==> src/rtl/iob_soc_opencryptolinux_boot_mgr_pkg.sv <==
// -----------------------------------------------------------------------------
// iob_soc_opencryptolinux_boot_mgr_pkg
// Shared definitions for the boot/reset manager: register word offsets
// (address bits [3:2]), per-channel FSM state encoding and CFG field layout.
// -----------------------------------------------------------------------------
package iob_soc_opencryptolinux_boot_mgr_pkg;

    // Register word offsets, decoded from address bits [3:2]
    localparam logic [1:0] ADDR_BOOT    = 2'd0;
    localparam logic [1:0] ADDR_RST_REQ = 2'd1;
    localparam logic [1:0] ADDR_STATUS  = 2'd2;
    localparam logic [1:0] ADDR_CFG     = 2'd3;

    // CFG register field positions
    localparam int CFG_NCPUS_LSB = 0;
    localparam int CFG_NCPUS_W   = 8;
    localparam int CFG_DUR_LSB   = 8;
    localparam int CFG_DUR_W     = 24;

    // Per-channel sequencing states
    typedef enum logic [1:0] {
        CH_IDLE  = 2'b00,
        CH_DELAY = 2'b01,
        CH_PULSE = 2'b10
    } chan_state_e;

    // Build the read-only CFG word; DURATION is truncated to its field width
    function automatic logic [31:0] cfg_word(input int n_cpus, input int duration);
        logic [31:0] w;
        w = 32'h0000_0000;
        w[CFG_NCPUS_LSB +: CFG_NCPUS_W] = CFG_NCPUS_W'(n_cpus);
        w[CFG_DUR_LSB +: CFG_DUR_W]     = CFG_DUR_W'(duration);
        return w;
    endfunction

    // Larger of two integers, used to size the shared channel counter
    function automatic int max2(input int a, input int b);
        return (a > b) ? a : b;
    endfunction

endpackage

==> src/rtl/iob_soc_opencryptolinux_boot_mgr_chan.sv <==
// -----------------------------------------------------------------------------
// iob_soc_opencryptolinux_boot_mgr_chan
// One boot/reset channel: IDLE -> DELAY (START_DELAY cycles) -> PULSE
// (DURATION cycles) -> IDLE. The CPU reset is high in DELAY and PULSE.
// The boot mode is sampled from the staged BOOT bit on entry to PULSE.
//
// Ports:
//   clk_i         clock (rising edge)
//   rst_i         synchronous active-high reset (restarts at DELAY)
//   cke_i         clock enable; state frozen when low
//   req_i         reset request (one-cycle strobe from RST_REQ write)
//   boot_stage_i  staged boot-mode bit from the BOOT register
//   busy_o        channel not IDLE
//   cpu_reset_o   CPU reset, active-high
//   boot_o        boot mode latched at DELAY->PULSE
// -----------------------------------------------------------------------------
module iob_soc_opencryptolinux_boot_mgr_chan
    import iob_soc_opencryptolinux_boot_mgr_pkg::*;
#(
    parameter int   START_DELAY  = 4,
    parameter int   DURATION     = 100,
    parameter int   CNT_W        = 7,
    parameter logic BOOT_RST_VAL = 1'b1
) (
    input  logic clk_i,
    input  logic rst_i,
    input  logic cke_i,
    input  logic req_i,
    input  logic boot_stage_i,
    output logic busy_o,
    output logic cpu_reset_o,
    output logic boot_o
);

    localparam logic [CNT_W-1:0] DLY_LAST = CNT_W'(START_DELAY - 1);
    localparam logic [CNT_W-1:0] DUR_LAST = CNT_W'(DURATION - 1);

    chan_state_e      state_q, state_d;
    logic [CNT_W-1:0] cnt_q, cnt_d;
    logic             boot_q, boot_d;
    logic             rst_out_q, rst_out_d;

    // Next-state, counter and boot-latch logic
    always_comb begin
        state_d = state_q;
        cnt_d   = cnt_q;
        boot_d  = boot_q;
        case (state_q)
            CH_IDLE: begin
                if (req_i) begin
                    state_d = CH_DELAY;
                    cnt_d   = '0;
                end else begin
                    cnt_d   = '0;
                end
            end
            CH_DELAY: begin
                // Requests are ignored while waiting for the pulse to start
                if (cnt_q == DLY_LAST) begin
                    state_d = CH_PULSE;
                    cnt_d   = '0;
                    boot_d  = boot_stage_i;
                end else begin
                    cnt_d   = cnt_q + CNT_W'(1);
                end
            end
            CH_PULSE: begin
                // A new request restarts the pulse length (extends the pulse)
                if (req_i) begin
                    cnt_d   = '0;
                end else if (cnt_q == DUR_LAST) begin
                    state_d = CH_IDLE;
                    cnt_d   = '0;
                end else begin
                    cnt_d   = cnt_q + CNT_W'(1);
                end
            end
            default: begin
                state_d = CH_IDLE;
                cnt_d   = '0;
            end
        endcase
        rst_out_d = (state_d != CH_IDLE);
    end

    // State register; reset starts a fresh power-on sequence from DELAY
    always_ff @(posedge clk_i) begin
        if (rst_i) begin
            state_q   <= CH_DELAY;
            cnt_q     <= '0;
            boot_q    <= BOOT_RST_VAL;
            rst_out_q <= 1'b1;
        end else if (cke_i) begin
            state_q   <= state_d;
            cnt_q     <= cnt_d;
            boot_q    <= boot_d;
            rst_out_q <= rst_out_d;
        end
    end

    assign busy_o      = rst_out_q;
    assign cpu_reset_o = rst_out_q;
    assign boot_o      = boot_q;

endmodule

==> src/rtl/iob_soc_opencryptolinux_boot_mgr.sv <==
// -----------------------------------------------------------------------------
// iob_soc_opencryptolinux_boot_mgr
// IOb-slave boot/reset manager for N_CPUS CPUs. Each CPU gets an independent
// reset sequencer and a boot-mode bit.
//
// Register map (word offset from address bits [3:2]):
//   0x0 BOOT    RW  staged boot mode, bits [N_CPUS-1:0]
//   0x4 RST_REQ W   write 1 to bit i to start/extend channel i reset
//   0x8 STATUS  R   busy bits (channel not idle)
//   0xC CFG     R   [7:0]=N_CPUS, [31:8]=DURATION
//
// Ports:
//   clk_i, rst_i, cke_i             clock, sync active-high reset, clock enable
//   iob_valid_i/addr_i/wdata_i/wstrb_i  IOb request (wstrb==0 means read)
//   iob_rvalid_o/rdata_o            registered read response (1-cycle latency)
//   iob_ready_o                     always 1
//   boot_o                          per-CPU boot mode
//   cpu_reset_o                     per-CPU reset, active-high
// -----------------------------------------------------------------------------
module iob_soc_opencryptolinux_boot_mgr
    import iob_soc_opencryptolinux_boot_mgr_pkg::*;
#(
    parameter int                ADDR_W       = 4,
    parameter int                DATA_W       = 32,
    parameter int                N_CPUS       = 2,
    parameter int                START_DELAY  = 4,
    parameter int                DURATION     = 100,
    parameter logic [N_CPUS-1:0] BOOT_RST_VAL = {N_CPUS{1'b1}}
) (
    input  logic                clk_i,
    input  logic                rst_i,
    input  logic                cke_i,
    input  logic                iob_valid_i,
    input  logic [ADDR_W-1:0]   iob_addr_i,
    input  logic [DATA_W-1:0]   iob_wdata_i,
    input  logic [DATA_W/8-1:0] iob_wstrb_i,
    output logic                iob_rvalid_o,
    output logic [DATA_W-1:0]   iob_rdata_o,
    output logic                iob_ready_o,
    output logic [N_CPUS-1:0]   boot_o,
    output logic [N_CPUS-1:0]   cpu_reset_o
);

    localparam int CNT_W = $clog2(max2(START_DELAY, DURATION) + 1);

    logic              wr_s;
    logic              rd_s;
    logic [1:0]        addr_word_s;
    logic [N_CPUS-1:0] rst_req_s;
    logic [N_CPUS-1:0] busy_s;
    logic [N_CPUS-1:0] boot_q, boot_d;
    logic              rvalid_q, rvalid_d;
    logic [DATA_W-1:0] rdata_q, rdata_d;

    // Only address bits [3:2] and the low N_CPUS data bits carry meaning
    logic unused_addr_s;
    logic unused_wdata_s;
    assign unused_addr_s  = ^iob_addr_i;
    assign unused_wdata_s = ^iob_wdata_i;

    assign iob_ready_o = 1'b1;
    assign wr_s        = iob_valid_i & (|iob_wstrb_i);
    assign rd_s        = iob_valid_i & ~(|iob_wstrb_i);
    assign addr_word_s = iob_addr_i[3:2];

    // Decode RST_REQ writes into per-channel request strobes
    always_comb begin
        rst_req_s = '0;
        if (wr_s && (addr_word_s == ADDR_RST_REQ)) begin
            rst_req_s = iob_wdata_i[N_CPUS-1:0];
        end else begin
            rst_req_s = '0;
        end
    end

    // Staged BOOT register next value
    always_comb begin
        boot_d = boot_q;
        if (wr_s && (addr_word_s == ADDR_BOOT)) begin
            boot_d = iob_wdata_i[N_CPUS-1:0];
        end else begin
            boot_d = boot_q;
        end
    end

    // Read data mux; response data is forced to zero when no read is accepted
    always_comb begin
        rvalid_d = rd_s;
        rdata_d  = '0;
        if (rd_s) begin
            case (addr_word_s)
                ADDR_BOOT:   rdata_d[N_CPUS-1:0] = boot_q;
                ADDR_STATUS: rdata_d[N_CPUS-1:0] = busy_s;
                ADDR_CFG:    rdata_d = cfg_word(N_CPUS, DURATION);
                default:     rdata_d = '0;
            endcase
        end else begin
            rdata_d = '0;
        end
    end

    // BOOT register and registered read response
    always_ff @(posedge clk_i) begin
        if (rst_i) begin
            boot_q   <= BOOT_RST_VAL;
            rvalid_q <= 1'b0;
            rdata_q  <= '0;
        end else if (cke_i) begin
            boot_q   <= boot_d;
            rvalid_q <= rvalid_d;
            rdata_q  <= rdata_d;
        end
    end

    assign iob_rvalid_o = rvalid_q;
    assign iob_rdata_o  = rdata_q;

    genvar g;
    generate
        for (g = 0; g < N_CPUS; g = g + 1) begin : g_chan
            iob_soc_opencryptolinux_boot_mgr_chan #(
                .START_DELAY  (START_DELAY),
                .DURATION     (DURATION),
                .CNT_W        (CNT_W),
                .BOOT_RST_VAL (BOOT_RST_VAL[g])
            ) u_chan (
                .clk_i        (clk_i),
                .rst_i        (rst_i),
                .cke_i        (cke_i),
                .req_i        (rst_req_s[g]),
                .boot_stage_i (boot_q[g]),
                .busy_o       (busy_s[g]),
                .cpu_reset_o  (cpu_reset_o[g]),
                .boot_o       (boot_o[g])
            );
        end
    endgenerate

endmodule

==> config.mk <==
export PLATFORM = sky130hd
export DESIGN_NAME = iob_soc_opencryptolinux_boot_mgr
export DESIGN_NICKNAME = d
export VERILOG_FILES = /design/src/rtl/iob_soc_opencryptolinux_boot_mgr_pkg.sv /design/src/rtl/iob_soc_opencryptolinux_boot_mgr_chan.sv /design/src/rtl/iob_soc_opencryptolinux_boot_mgr.sv
export SDC_FILE = /design/constraint.sdc
export NUM_CORES = 1
export LEC_CHECK = 0
export BUFFER_PORTS_ARGS = -buffer_cell sky130_fd_sc_hd__buf_2
export CORE_ASPECT_RATIO = 2
export CORE_MARGIN = 2
export CORE_UTILIZATION = 40
export DETAILED_ROUTE_END_ITERATION = 8
export GPL_ROUTABILITY_DRIVEN = 0
export GPL_TIMING_DRIVEN = 0
export PLACE_DENSITY = 0.72
export SYNTH_ARGS = -nofsm -noshare
export SYNTH_HDL_FRONTEND = slang
export SYNTH_SLANG_ARGS = --single-unit
==> constraint.sdc <==
create_clock -name clk_i -period 2 [get_ports clk_i]
set_input_delay 0.4 -clock clk_i [delete_from_list [all_inputs] [get_ports clk_i]]
set_output_delay 0.4 -clock clk_i [all_outputs]
set_load 0.01 [all_outputs]
==> results of run 1 <==
## logic make-up after synthesis
kind of cell / share of synthesized area, %
AOI/OAI and AO/OA: 20.6
xor gates and xnor gates: 0.958
adders and majority gates: 6.84
buffers and inverters: 18.1
DFF: 30.6
muxes: 2.74
other: 0.411
and+or+nand+nor: 19.7
## worst max-delay path by stage
stage                     slack, ns                   endpoint                       from  cells after the start
after floorplan               -0.01  g_chan[0].u_chan.cnt_q[4]  g_chan[0].u_chan.cnt_q[1]                      6
after global placement        -0.20  g_chan[0].u_chan.cnt_q[0]             iob_wstrb_i[1]                      6
after detailed placement      -0.19  g_chan[0].u_chan.cnt_q[0]             iob_wstrb_i[1]                      6
after CTS                     -0.05  g_chan[0].u_chan.cnt_q[4]  g_chan[0].u_chan.cnt_q[0]                      6
after global routing          -0.12  g_chan[0].u_chan.cnt_q[6]  g_chan[0].u_chan.cnt_q[0]                      6
final                         -0.06  g_chan[0].u_chan.cnt_q[2]  g_chan[0].u_chan.cnt_q[0]                      6
## tightest hold or removal path, stage by stage
cell	delay (ns)
buf_2	0.10
mux2i_1	0.07
nand2_1	0.06
## layout make-up
cell class	instances	area (sq um)	area share, %
multi-input cells	160	1080	48.7
well taps	54	67.6	3.04
inverters	14	52.6	2.36
plain buffers	40	279	12.5
repair buffers	23	125	5.62
flip-flops and latches	28	563	25.3
clock buffers	4	55.1	2.47
## repair_timing
item                                   4_1_cts  5_1_grt
buffers inserted                             3        1
endpoints found under the hold margin        0        0
pin swaps                                    5        2
setup endpoints to repair                   15       13
gates resized for setup                      2        2
## placed cells by master, fill, tap and decap left out, types with 2 or more instances in the layout
cell type  count
clkbuf_8       4
o2111ai_1      2
a211o_1        2
and3_1         5
ha_1           9
and3_2         2
nand2b_1       4
a41o_1         2
dfxtp_1       26
nand3b_1       2
a21oi_1       12
buf_4         38
a31oi_1        7
a32o_1         7
o31ai_1        5
nand2_1       17
o211ai_1       2
inv_1         13
nand3_1        8
mux2i_1        5
conb_1        28
nand4_1        2
nor2b_1        5
buf_2         20
nor3_1         3
nor2_1         8
nor4_1         2
o21ai_0        4
dfxtp_2        2
a311o_1        2
clkbuf_1       5
## layer usage
metal | GRT usage (%) | up-vias | routed length [um]
met5 | 0 | - | 0
li1 | - | 822 | -
met2 | 34.3 | 45 | 2330
met1 | 14.6 | 760 | 1350
met3 | 1.95 | 5 | 193
met4 | 7.69 | 0 | 78
## metrics by stage
| stage | area (sq um) | TNS [ns] |
|---|---|---|
| final | 2230 | -0.307 |
| after global routing | 2230 | -0.704 |
| after CTS | 2200 | -0.243 |
| after detailed placement | 2110 | -1.48 |
| after global placement | 2110 | -1.23 |
| after floorplan | 1950 | -0.0621 |
## power groups by stage
| stage | Sequential (mW) | Clock, mW | Combinational [mW] |
|---|---|---|---|
| CTS | 0.590 | 0.372 | 0.238 |
| finish | 0.591 | 0.360 | 0.240 |
| global route | 0.594 | 0.391 | 0.267 |
| detailed placement | 0.604 | 0 | 0.229 |
| global placement | 0.603 | 0 | 0.226 |
| floorplan | 0.600 | 0 | 0.183 |
## flip-flops by register name, indices dropped and copies added, names as in the netlist
register               cells
iob_rvalid_o               1
g_chan.u_chan.boot_o       2
g_chan.u_chan.state_q      4
g_chan.u_chan.cnt_q       14
iob_rdata_o                3
g_chan.u_chan.busy_o       2
boot_q                     2
==> impl_metrics.py, run 1 <==
metrics = {
    "power_and_ir_drop": {
        "internal_power_uw": 861,
        "clkPwrFrac_pct": 30.3,
        "sequentialPowerShare_pct": 49.6,
        "combinationalPowerShare_pct": 20.1,
        "vdd_drop_max_mv": 0.493,
        "p_switching_uw": 330,
        "fin_total_pwr_mw": 1.19,
        "leakage_nw": 1.04,
        "p_per_area_nw_per_um2": 535,
        "swShare_pct": 27.7,
    },
    "layout": {
        "fill_cells": 436,
        "final_nets": 324,
        "drive_gt1_share_pct": 27.9,
        "instances_no_fill": 323,
        "antenna_cells": 0,
        "synthToLayoutAreaGrowth_pct": 21.7,
        "fin_util_pct": 50.8,
    },
    "timing": {
        "hold_slack_ns": 0.372,
        "worst_slack_ns": -0.0633,
        "max_freq_ghz": 0.485,
        "post-route-period-util_pct": 103,
        "hold_violations": 0,
        "clock_skew_ns": 0.00542,
        "max_slew_margin_pct": 64.0,
        "rsz0062_at_grt": "true",
        "finalMaxSlewViolations": 0,
        "finalCriticalPeriod_ns": 2.06,
        "setup_viol": 6,
        "tightest_slew_ns": 0.536,
    },
    "setup_path": {
        "crit_arrival_ns": 2.25,
        "worst_setup_path_end_kind": "register",
        "cp.required_ns": 2.19,
        "reg2reg_from": "g_chan[0].u_chan.cnt_q[0]",
        "path_max_fanout": 8,
        "reg2reg_depth": 6,
        "cp_top_family": "compound AO/OA/AOI/OAI gates",
        "crit_slowest_cell": "or4b_4",
        "r2r_setup_slack_ns": -0.06,
        "setup.worst_path.start_class": "register",
        "rr_endpoint": "g_chan[0].u_chan.cnt_q[2]",
        "crit_chain": "ha_4 > or4b_4 > o311a_4 > a41oi_4 > nor2_4 > a32o_1",
        "worst_path_largest_cell_delay_ns": 0.46,
        "path_class": "register to register",
        "critPathBufInv": 0,
    },
    "floorplanning": {
        "initial_core_util_pct": 41.7,
        "die_width_um": 51.8,
        "die-height_um": 99.6,
        "fp.coreArea_sq_um": 4380,
        "std_cell_rows": 34,
        "die_area_sq_um": 5160,
        "ios": 82,
    },
    "worst_hold_path": {
        "min_from": "iob_wdata_i[0]",
        "hp-class": "primary input to register",
        "worstHoldEndpoint": "boot_q[0]",
        "min_path_cells": 3,
    },
    "cts": {
        "cts.clk_slew.worst_paths_ns": 0.10,
        "cts_buffers": 3,
        "clockBufferDepth": 2,
        "clkLatencyLatePin_ns": 0.28,
        "cts.sink_count": 28,
        "cts_tree": "yes",
        "ctsHoldBuffers": 0,
        "htreeDepth": 1,
        "clock-root-buffer": "clkbuf_8",
    },
    "routing": {
        "drtPass1Iterations": 4,
        "wire_per_inst_um": 12.3,
        "drtIter0Drc": 18,
        "wl_mm": 3.96,
        "via_per_inst": 5.05,
        "drt_drc_violations_left": 0,
        "antenna_left": 0,
        "vias": 1632,
    },
    "yosys": {
        "synth_top_area_cell": "dfxtp_1",
        "synth_edf_count": 0,
        "ys.flop_type": "dfxtp_1",
        "synthDistinctLibCells": 43,
        "synthCells": 216,
        "yosysMostFrequentCell": "buf_4",
        "synthArstFlopShare_pct": 0,
        "synth.ff_latch_count": 28,
        "ys_seq_area_share_pct": 30.6,
        "synthTopCellsByCount": "buf_4 (34), dfxtp_1 (28), nand2_1 (17), inv_1 (13), a21oi_1 (12)",
        "synth.cell_area_sq_um": 1830,
        "synth-warning-count": 0,
        "synth.area.top_cells": "dfxtp_1 (31%), buf_4 (14%), ha_1 (6.8%), a32o_1 (3.8%), nand2_1 (3.5%)",
        "postSynthAreaPerCell_sq_um": 8.47,
        "synth.top_cell.area_share_pct": 30.6,
    },
    "global_route": {
        "grt_pass1_vias": 1592,
        "globalRouteOverflowTotal": 0,
        "grt_use_total_pct": 16.7,
        "antenna_found_initial": 0,
        "grt_max_degree": 16,
        "grt_pass1_wl_mm": 6.71,
    },
    "placement": {
        "hpwl_mm": 3.12,
        "io_buffers": 19,
        "dpl_worst_slack_ns": -0.187,
        "dp.cells": 315,
    },
    "run_status": {
        "violations": "negative setup slack",
        "outcome": "complete, but fails checks",
    },
    "flow_run": {
        "cap_viol_max_count": 0,
    },
}
Note: power is estimated with default switching activity, not from simulation.
==> inputs of run 2 (changes only) <==
--- a/config.mk
+++ b/config.mk
@@ -5,6 +5,7 @@
 export SDC_FILE = /design/constraint.sdc
 export NUM_CORES = 1
 export LEC_CHECK = 0
+export ABC_AREA = 1
 export BUFFER_PORTS_ARGS = -buffer_cell sky130_fd_sc_hd__buf_2
 export CORE_ASPECT_RATIO = 2
 export CORE_MARGIN = 2
@@ -12,7 +13,8 @@
 export DETAILED_ROUTE_END_ITERATION = 8
 export GPL_ROUTABILITY_DRIVEN = 0
 export GPL_TIMING_DRIVEN = 0
-export PLACE_DENSITY = 0.72
+export PLACE_DENSITY = 0.71
 export SYNTH_ARGS = -nofsm -noshare
 export SYNTH_HDL_FRONTEND = slang
+export SYNTH_HIERARCHICAL = 1
 export SYNTH_SLANG_ARGS = --single-unit
==> impl_metrics.py, run 2 <==
metrics = {
    "run_status": {
        "outcome": "completed",
    },
    "power_and_ir_drop": {
        "p_per_area_nw_per_um2": 542,
        "leakage_nw": 1.11,
        "vdd_drop_max_mv": 0.469,
    },
    "timing": {
        "clock_skew_ns": 0.00323,
        "hold_slack_ns": 0.409,
        "fin_tns_setup_ns": 0,
        "rsz0062_at_grt": "false",
        "hold_violations": 0,
        "setup_viol": 0,
        "worst_slack_ns": 0.547,
        "finalMaxSlewViolations": 0,
        "finalCriticalPeriod_ns": 1.45,
        "max_freq_ghz": 0.688,
        "post-route-period-util_pct": 72.7,
    },
    "routing": {
        "wire_per_inst_um": 10.7,
        "wl_mm": 4.24,
        "drtIter0Drc": 28,
        "via_per_inst": 4.56,
        "drt_drc_violations_left": 0,
        "drtPass1Iterations": 4,
        "vias": 1801,
        "antenna_left": 0,
    },
    "setup_path": {
        "reg2reg_from": "g_chan[0].u_chan/cnt_q[1]",
        "crit_arrival_ns": 1.65,
        "path_class": "register to register",
        "crit_slowest_cell": "dfxtp_1",
        "worst_path_largest_cell_delay_ns": 0.38,
        "crit_chain": "ha_1 > nand2_1 > nor2_1 > nand3_1 > a21oi_2 > nand2_1 > a21oi_1",
        "setup.worst_path.start_class": "register",
        "path_max_fanout": 5,
        "crit_path_frequent_cell": "nand2_1",
        "critPathBufInv": 0,
        "worst_setup_path_end_kind": "register",
        "cp.required_ns": 2.20,
        "cp-startpoint": "g_chan[0].u_chan/cnt_q[1]",
        "cp_top_family": "simple AND/OR/NAND/NOR gates",
    },
    "global_route": {
        "grt_max_degree": 20,
        "grt_use_total_pct": 16.0,
        "antenna_found_initial": 0,
        "grt_pass1_wl_mm": 6.96,
        "globalRouteOverflowTotal": 0,
        "grt_pass1_vias": 1703,
    },
    "floorplanning": {
        "fp.coreArea_sq_um": 4820,
        "ios": 82,
        "std_cell_rows": 36,
        "die-height_um": 104,
        "die_width_um": 53.8,
        "die_area_sq_um": 5570,
        "initial_core_util_pct": 41.2,
    },
    "cts": {
        "cts.clk_slew.worst_paths_ns": 0.09,
        "clock-root-buffer": "clkbuf_8",
        "htreeDepth": 1,
        "cts_buffers": 3,
        "cts.sink_count": 28,
        "clkLatencyLatePin_ns": 0.27,
        "cts_resized": 0,
        "cts_tree": "yes",
        "cts_setup_buffers": 0,
        "ctsHoldBuffers": 0,
        "clockBufferDepth": 2,
    },
    "layout": {
        "final_common_cell": "nand2_1",
        "largest_register": "g_chan.u_chan/cnt_q",
        "instances_no_fill": 395,
        "antenna_cells": 0,
        "largest_reg_flops": 14,
        "drive_gt1_share_pct": 25.7,
        "final_nets": 393,
        "final_cell_mix": "nand2_1 (62), inv_1 (33), buf_4 (32)",
        "synthToLayoutAreaGrowth_pct": 17.4,
        "fill_cells": 511,
    },
    "worst_hold_path": {
        "hp-class": "primary input to register",
        "min_from": "iob_wdata_i[1]",
    },
    "yosys": {
        "synth.ff_latch_count": 28,
        "synth-warning-count": 6,
        "synthTopCellsByCount": "nand2_1 (62), inv_1 (33), buf_4 (32), dfxtp_1 (28), a21oi_1 (27)",
        "synth.area.top_cells": "dfxtp_1 (28%), buf_4 (12%), nand2_1 (12%), a21oi_1 (6.8%), ha_1 (6.3%)",
        "synth_edf_count": 0,
        "synthArstFlopShare_pct": 0,
        "synth.cell_area_sq_um": 1980,
        "ys_seq_area_share_pct": 28.2,
        "yosysMostFrequentCell": "nand2_1",
        "synth_top_area_cell": "dfxtp_1",
        "synthDistinctLibCells": 24,
        "postSynthAreaPerCell_sq_um": 6.91,
        "synthCells": 287,
        "synth.top_cell.area_share_pct": 28.2,
        "ys.flop_type": "dfxtp_1",
    },
    "placement": {
        "dp.cells": 391,
        "io_buffers": 21,
        "dpl_worst_slack_ns": 0.350,
        "hpwl_mm": 3.47,
    },
    "flow_run": {
        "cap_viol_max_count": 0,
    },
}
[run 2: changes by cell type in the layout (fill, tap and decap cells not counted), sizes merged, moves of 14 or more]
cell,previous run,this run
nand2,17,72
inv,13,34
nand3,8,29
a21oi,12,32
nor2,9,23
[run 2: kinds of logic after synthesis]
kind of cell / after synthesis / synth area share [%]
other cells: 2 / 0.378
buf+inv: 68 / 18.9
compound gates: 43 / 12.9
simple gates: 136 / 33.2
fa+ha+maj: 10 / 6.31
flops: 28 / 28.2
[run 2: layout make-up]
type                            instances  area (sq um)  share of cell area (%)
Multi-Input combinational cell        217          1150                    49.2
Inverter                               34           128                    5.48
Sequential cell                        28           561                    24.1
Tap cell                               57          71.3                    3.06
Buffer                                 34           248                    10.6
Timing Repair Buffer                   21           105                    4.51
Clock buffer                            3          41.3                    1.77
Clock inverter                          1          30.0                    1.29
[run 2: worst min-delay path, cell delays in order]
cell and delay [ns]:
buf_2 0.09, nand4_1 0.08, nand3_1 0.08
[run 2: metrics by stage]
step                instance area (sq um)  power [mW]  util (%)
floorplan                            2080       0.777         -
global placement                     2260       0.832      46.9
detailed placement                   2260       0.836      46.9
CTS                                  2330        1.27      48.3
global route                         2330        1.33      48.3
finish                               2330        1.26      48.3
[run 2: worst paths after layout]
kind | endpoint | slack [ns] | depth (start not counted)
worst max-delay path | g_chan[0].u_chan/state_q[1] | 0.55 | 7
worst max register to register | g_chan[0].u_chan/state_q[1] | 0.55 | 7
worst min register to register | iob_rdata_o[0] | 0.48 | 2
worst min-delay path | boot_q[1] | 0.41 | 3
[run 2: report_power, final]
group          internal, mW  leakage [nW]  switching (mW)
clock network         0.268        0.0357           0.171
registers             0.573         0.228          0.0148
logic                0.0984         0.843           0.138
total                 0.939          1.11           0.324
[run 2: routing by layer]
metal  vias up  GRT usage [%]  wire length [um]
met5         -              0                 0
met4         0           7.33                74
met3         8           1.30               139
met2        42           31.0              2500
met1       794           15.3              1530
li1        957              -                 -
==> inputs of run 3 (changes only) <==
--- a/config.mk
+++ b/config.mk
@@ -5,7 +5,7 @@
 export SDC_FILE = /design/constraint.sdc
 export NUM_CORES = 1
 export LEC_CHECK = 0
-export ABC_AREA = 1
+export ABC_AREA = 0
 export BUFFER_PORTS_ARGS = -buffer_cell sky130_fd_sc_hd__buf_2
 export CORE_ASPECT_RATIO = 2
 export CORE_MARGIN = 2
@@ -13,7 +13,7 @@
 export DETAILED_ROUTE_END_ITERATION = 8
 export GPL_ROUTABILITY_DRIVEN = 0
 export GPL_TIMING_DRIVEN = 0
-export PLACE_DENSITY = 0.71
+export PLACE_DENSITY = 0.69
 export SYNTH_ARGS = -nofsm -noshare
 export SYNTH_HDL_FRONTEND = slang
 export SYNTH_HIERARCHICAL = 1
==> constraint.sdc (replaced) <==
create_clock -name clk_i -period 1.52 [get_ports clk_i]
set_input_delay 0.304 -clock clk_i [delete_from_list [all_inputs] [get_ports clk_i]]
set_output_delay 0.304 -clock clk_i [all_outputs]
set_load 0.01 [all_outputs]
==> impl_metrics.py, run 3 <==
metrics = {
    "run_status": {
        "outcome": "complete, but fails checks",
        "violations": "negative setup slack",
    },
    "yosys": {
        "synth.area.top_cells": "dfxtp_1 (29%), buf_4 (12%), ha_1 (6.4%), nand2_1 (4.1%), a21oi_1 (3.9%)",
        "yosysMostFrequentCell": "buf_4",
        "synthDistinctLibCells": 40,
        "synthArstFlopShare_pct": 0,
        "synthCells": 234,
        "synth_edf_count": 0,
        "synth_top_area_cell": "dfxtp_1",
        "synth.ff_latch_count": 28,
        "ys_seq_area_share_pct": 28.8,
        "synth.cell_area_sq_um": 1950,
        "synth.top_cell.area_share_pct": 28.8,
        "ys.flop_type": "dfxtp_1",
        "synthTopCellsByCount": "buf_4 (32), dfxtp_1 (28), nand2_1 (21), a21oi_1 (15)",
        "postSynthAreaPerCell_sq_um": 8.31,
        "synth-warning-count": 6,
    },
    "timing": {
        "hold_violations": 0,
        "post-route-period-util_pct": 116,
        "fin_tns_setup_ns": -3.80,
        "rsz0062_at_grt": "true",
        "tightest_slew_ns": 0.528,
        "finalMaxSlewViolations": 0,
        "setup_viol": 20,
        "worst_slack_ns": -0.242,
        "finalCriticalPeriod_ns": 1.76,
        "clock_skew_ns": 0.00363,
        "max_freq_ghz": 0.568,
        "max_slew_margin_pct": 64.4,
    },
    "layout": {
        "final_cell_mix": "buf_4 (43), conb_1 (28), nand2_1 (21)",
        "fin_util_pct": 54.7,
        "antenna_cells": 0,
        "final_common_cell": "buf_4",
        "synthToLayoutAreaGrowth_pct": 30.5,
        "final_nets": 352,
        "drive_gt1_share_pct": 35.0,
        "largest_reg_flops": 14,
        "largest_register": "g_chan.u_chan/cnt_q",
    },
    "power_and_ir_drop": {
        "leakage_nw": 1.09,
        "p_per_area_nw_per_um2": 630,
        "fin_total_pwr_mw": 1.60,
        "vdd_drop_max_mv": 0.620,
    },
    "floorplanning": {
        "initial_core_util_pct": 41.9,
        "die-height_um": 103,
        "ios": 82,
        "die_width_um": 53.3,
        "fp.coreArea_sq_um": 4640,
        "std_cell_rows": 35,
        "die_area_sq_um": 5470,
    },
    "routing": {
        "drtPass1Iterations": 4,
        "drtIter0Drc": 36,
        "via_per_inst": 5.35,
        "vias": 1883,
        "wire_per_inst_um": 14.1,
        "wl_mm": 4.96,
        "drt_drc_violations_left": 0,
        "antenna_left": 0,
    },
    "setup_path": {
        "setup.worst_path.start_class": "register",
        "reg2reg_from": "g_chan[1].u_chan/cnt_q[0]",
        "reg2reg_depth": 5,
        "rr_endpoint": "g_chan[1].u_chan/cnt_q[2]",
        "worst_setup_path_end_kind": "register",
        "crit_arrival_ns": 1.92,
        "path_max_fanout": 5,
        "r2r_setup_slack_ns": -0.24,
        "cp.required_ns": 1.67,
        "path_class": "register to register",
    },
    "cts": {
        "cts.sink_count": 28,
        "cts_buffers": 3,
        "cts_tree": "yes",
        "htreeDepth": 1,
        "clkLatencyLatePin_ns": 0.27,
        "clock-root-buffer": "clkbuf_8",
        "cts.clk_slew.worst_paths_ns": 0.10,
        "ctsHoldBuffers": 0,
        "clockBufferDepth": 2,
    },
    "global_route": {
        "antenna_found_initial": 0,
        "grt_pass1_vias": 1804,
        "grt_use_total_pct": 17.7,
        "globalRouteOverflowTotal": 0,
        "grt_max_degree": 23,
        "grt_pass1_wl_mm": 7.54,
    },
    "worst_hold_path": {
        "min_path_cells": 2,
        "hp-class": "primary input to register",
        "worstHoldEndpoint": "iob_rdata_o[0]",
        "min_from": "iob_addr_i[2]",
    },
    "placement": {
        "hpwl_mm": 3.35,
        "io_buffers": 20,
    },
    "flow_run": {
        "cap_viol_max_count": 0,
    },
}
-- run 3: cell types whose count changed in the layout (fill, tap and decap cells not counted), sizes merged, moves of 10 or more --
cell,previous run,this run
a21oi,32,15
buf,53,63
inv,34,12
nand2,72,21
nand3,29,13
nor2,23,11
-- run 3: worst max path at each step --
stage,start,endpoint,depth (start not counted)
2_1_floorplan,g_chan[0].u_chan/cnt_q[0],g_chan[0].u_chan/cnt_q[6],5
4_1_cts,g_chan[0].u_chan/cnt_q[0],g_chan[0].u_chan/cnt_q[6],5
3_5_place_dp,iob_wstrb_i[0],g_chan[1].u_chan/cnt_q[5],8
5_1_grt,g_chan[1].u_chan/cnt_q[0],g_chan[1].u_chan/cnt_q[2],5
3_3_place_gp,g_chan[0].u_chan/cnt_q[0],g_chan[0].u_chan/cnt_q[6],5
6_report,g_chan[1].u_chan/cnt_q[0],g_chan[1].u_chan/cnt_q[2],5
-- run 3: cell type report --
cell class	count	area, sq um
Tap cell	55	68.8
Clock buffer	4	55.1
Sequential cell	28	573
Buffer	37	259
Inverter	12	45.0
Fill cell	471	2100
Multi-Input combinational cell	185	1360
Timing Repair Buffer	31	183
-- run 3: metrics by stage --
stage / instances / worst slack (ns) / cell area [sq um] / hold slack [ns]
after detailed placement: 335 / -0.445 / 2250 / 0.465
after global routing: 352 / -0.300 / 2540 / 0.313
after CTS: 346 / -0.238 / 2430 / 0.301
final: 352 / -0.242 / 2540 / 0.298
after floorplan: 260 / -0.123 / 2080 / 0.406
after global placement: 335 / -0.436 / 2250 / 0.460
-- run 3: per-layer routing --
| metal | vias to the layer above | track usage [%] | routed length (um) |
|---|---|---|---|
| li1 | 933 | - | - |
| met1 | 892 | 17.4 | 1740 |
| met2 | 43 | 33.8 | 2940 |
| met3 | 15 | 2.03 | 133 |
| met4 | 0 | 9.66 | 146 |
| met5 | - | 0 | 0 |
-- run 3: repair_timing --
| item | CTS | global route |
|---|---|---|
| gates cloned | 2 | 0 |
| gates resized for setup | 14 | 17 |
| endpoints found under the setup margin | 21 | 21 |
| pin swaps | 11 | 8 |
| setup buffers | 5 | 6 |
-- run 3: worst max-delay path, stage by stage (launching register included) --
cell and delay, ns:
dfxtp_4 0.38, ha_4 0.13, or4b_4 0.50, o2111a_2 0.35
o21ai_4 0.17, o211ai_1 0.11
-- run 3: power by group --
group / switching [mW] / leakage (nW) / internal [mW]
combinational: 0.198 / 0.826 / 0.162
clock: 0.237 / 0.0288 / 0.232
sequential: 0.0187 / 0.231 / 0.753
total: 0.454 / 1.09 / 1.15
-- run 3: cell families (layout without fill, tap and decap cells) --
| logic type | after synthesis | count (layout) | synth area share, % |
|---|---|---|---|
| buffers and inverters | 49 | 84 | 15.6 |
| other | 2 | 28 | 0.386 |
| muxes | 5 | 5 | 2.57 |
| xor gates and xnor gates | 2 | 2 | 0.900 |
| adders and majority gates | 10 | 10 | 6.43 |
| DFF | 28 | 28 | 28.8 |
| and+or+nand+nor | 78 | 78 | 23.4 |
| AOI/OAI and AO/OA | 60 | 62 | 21.9 |
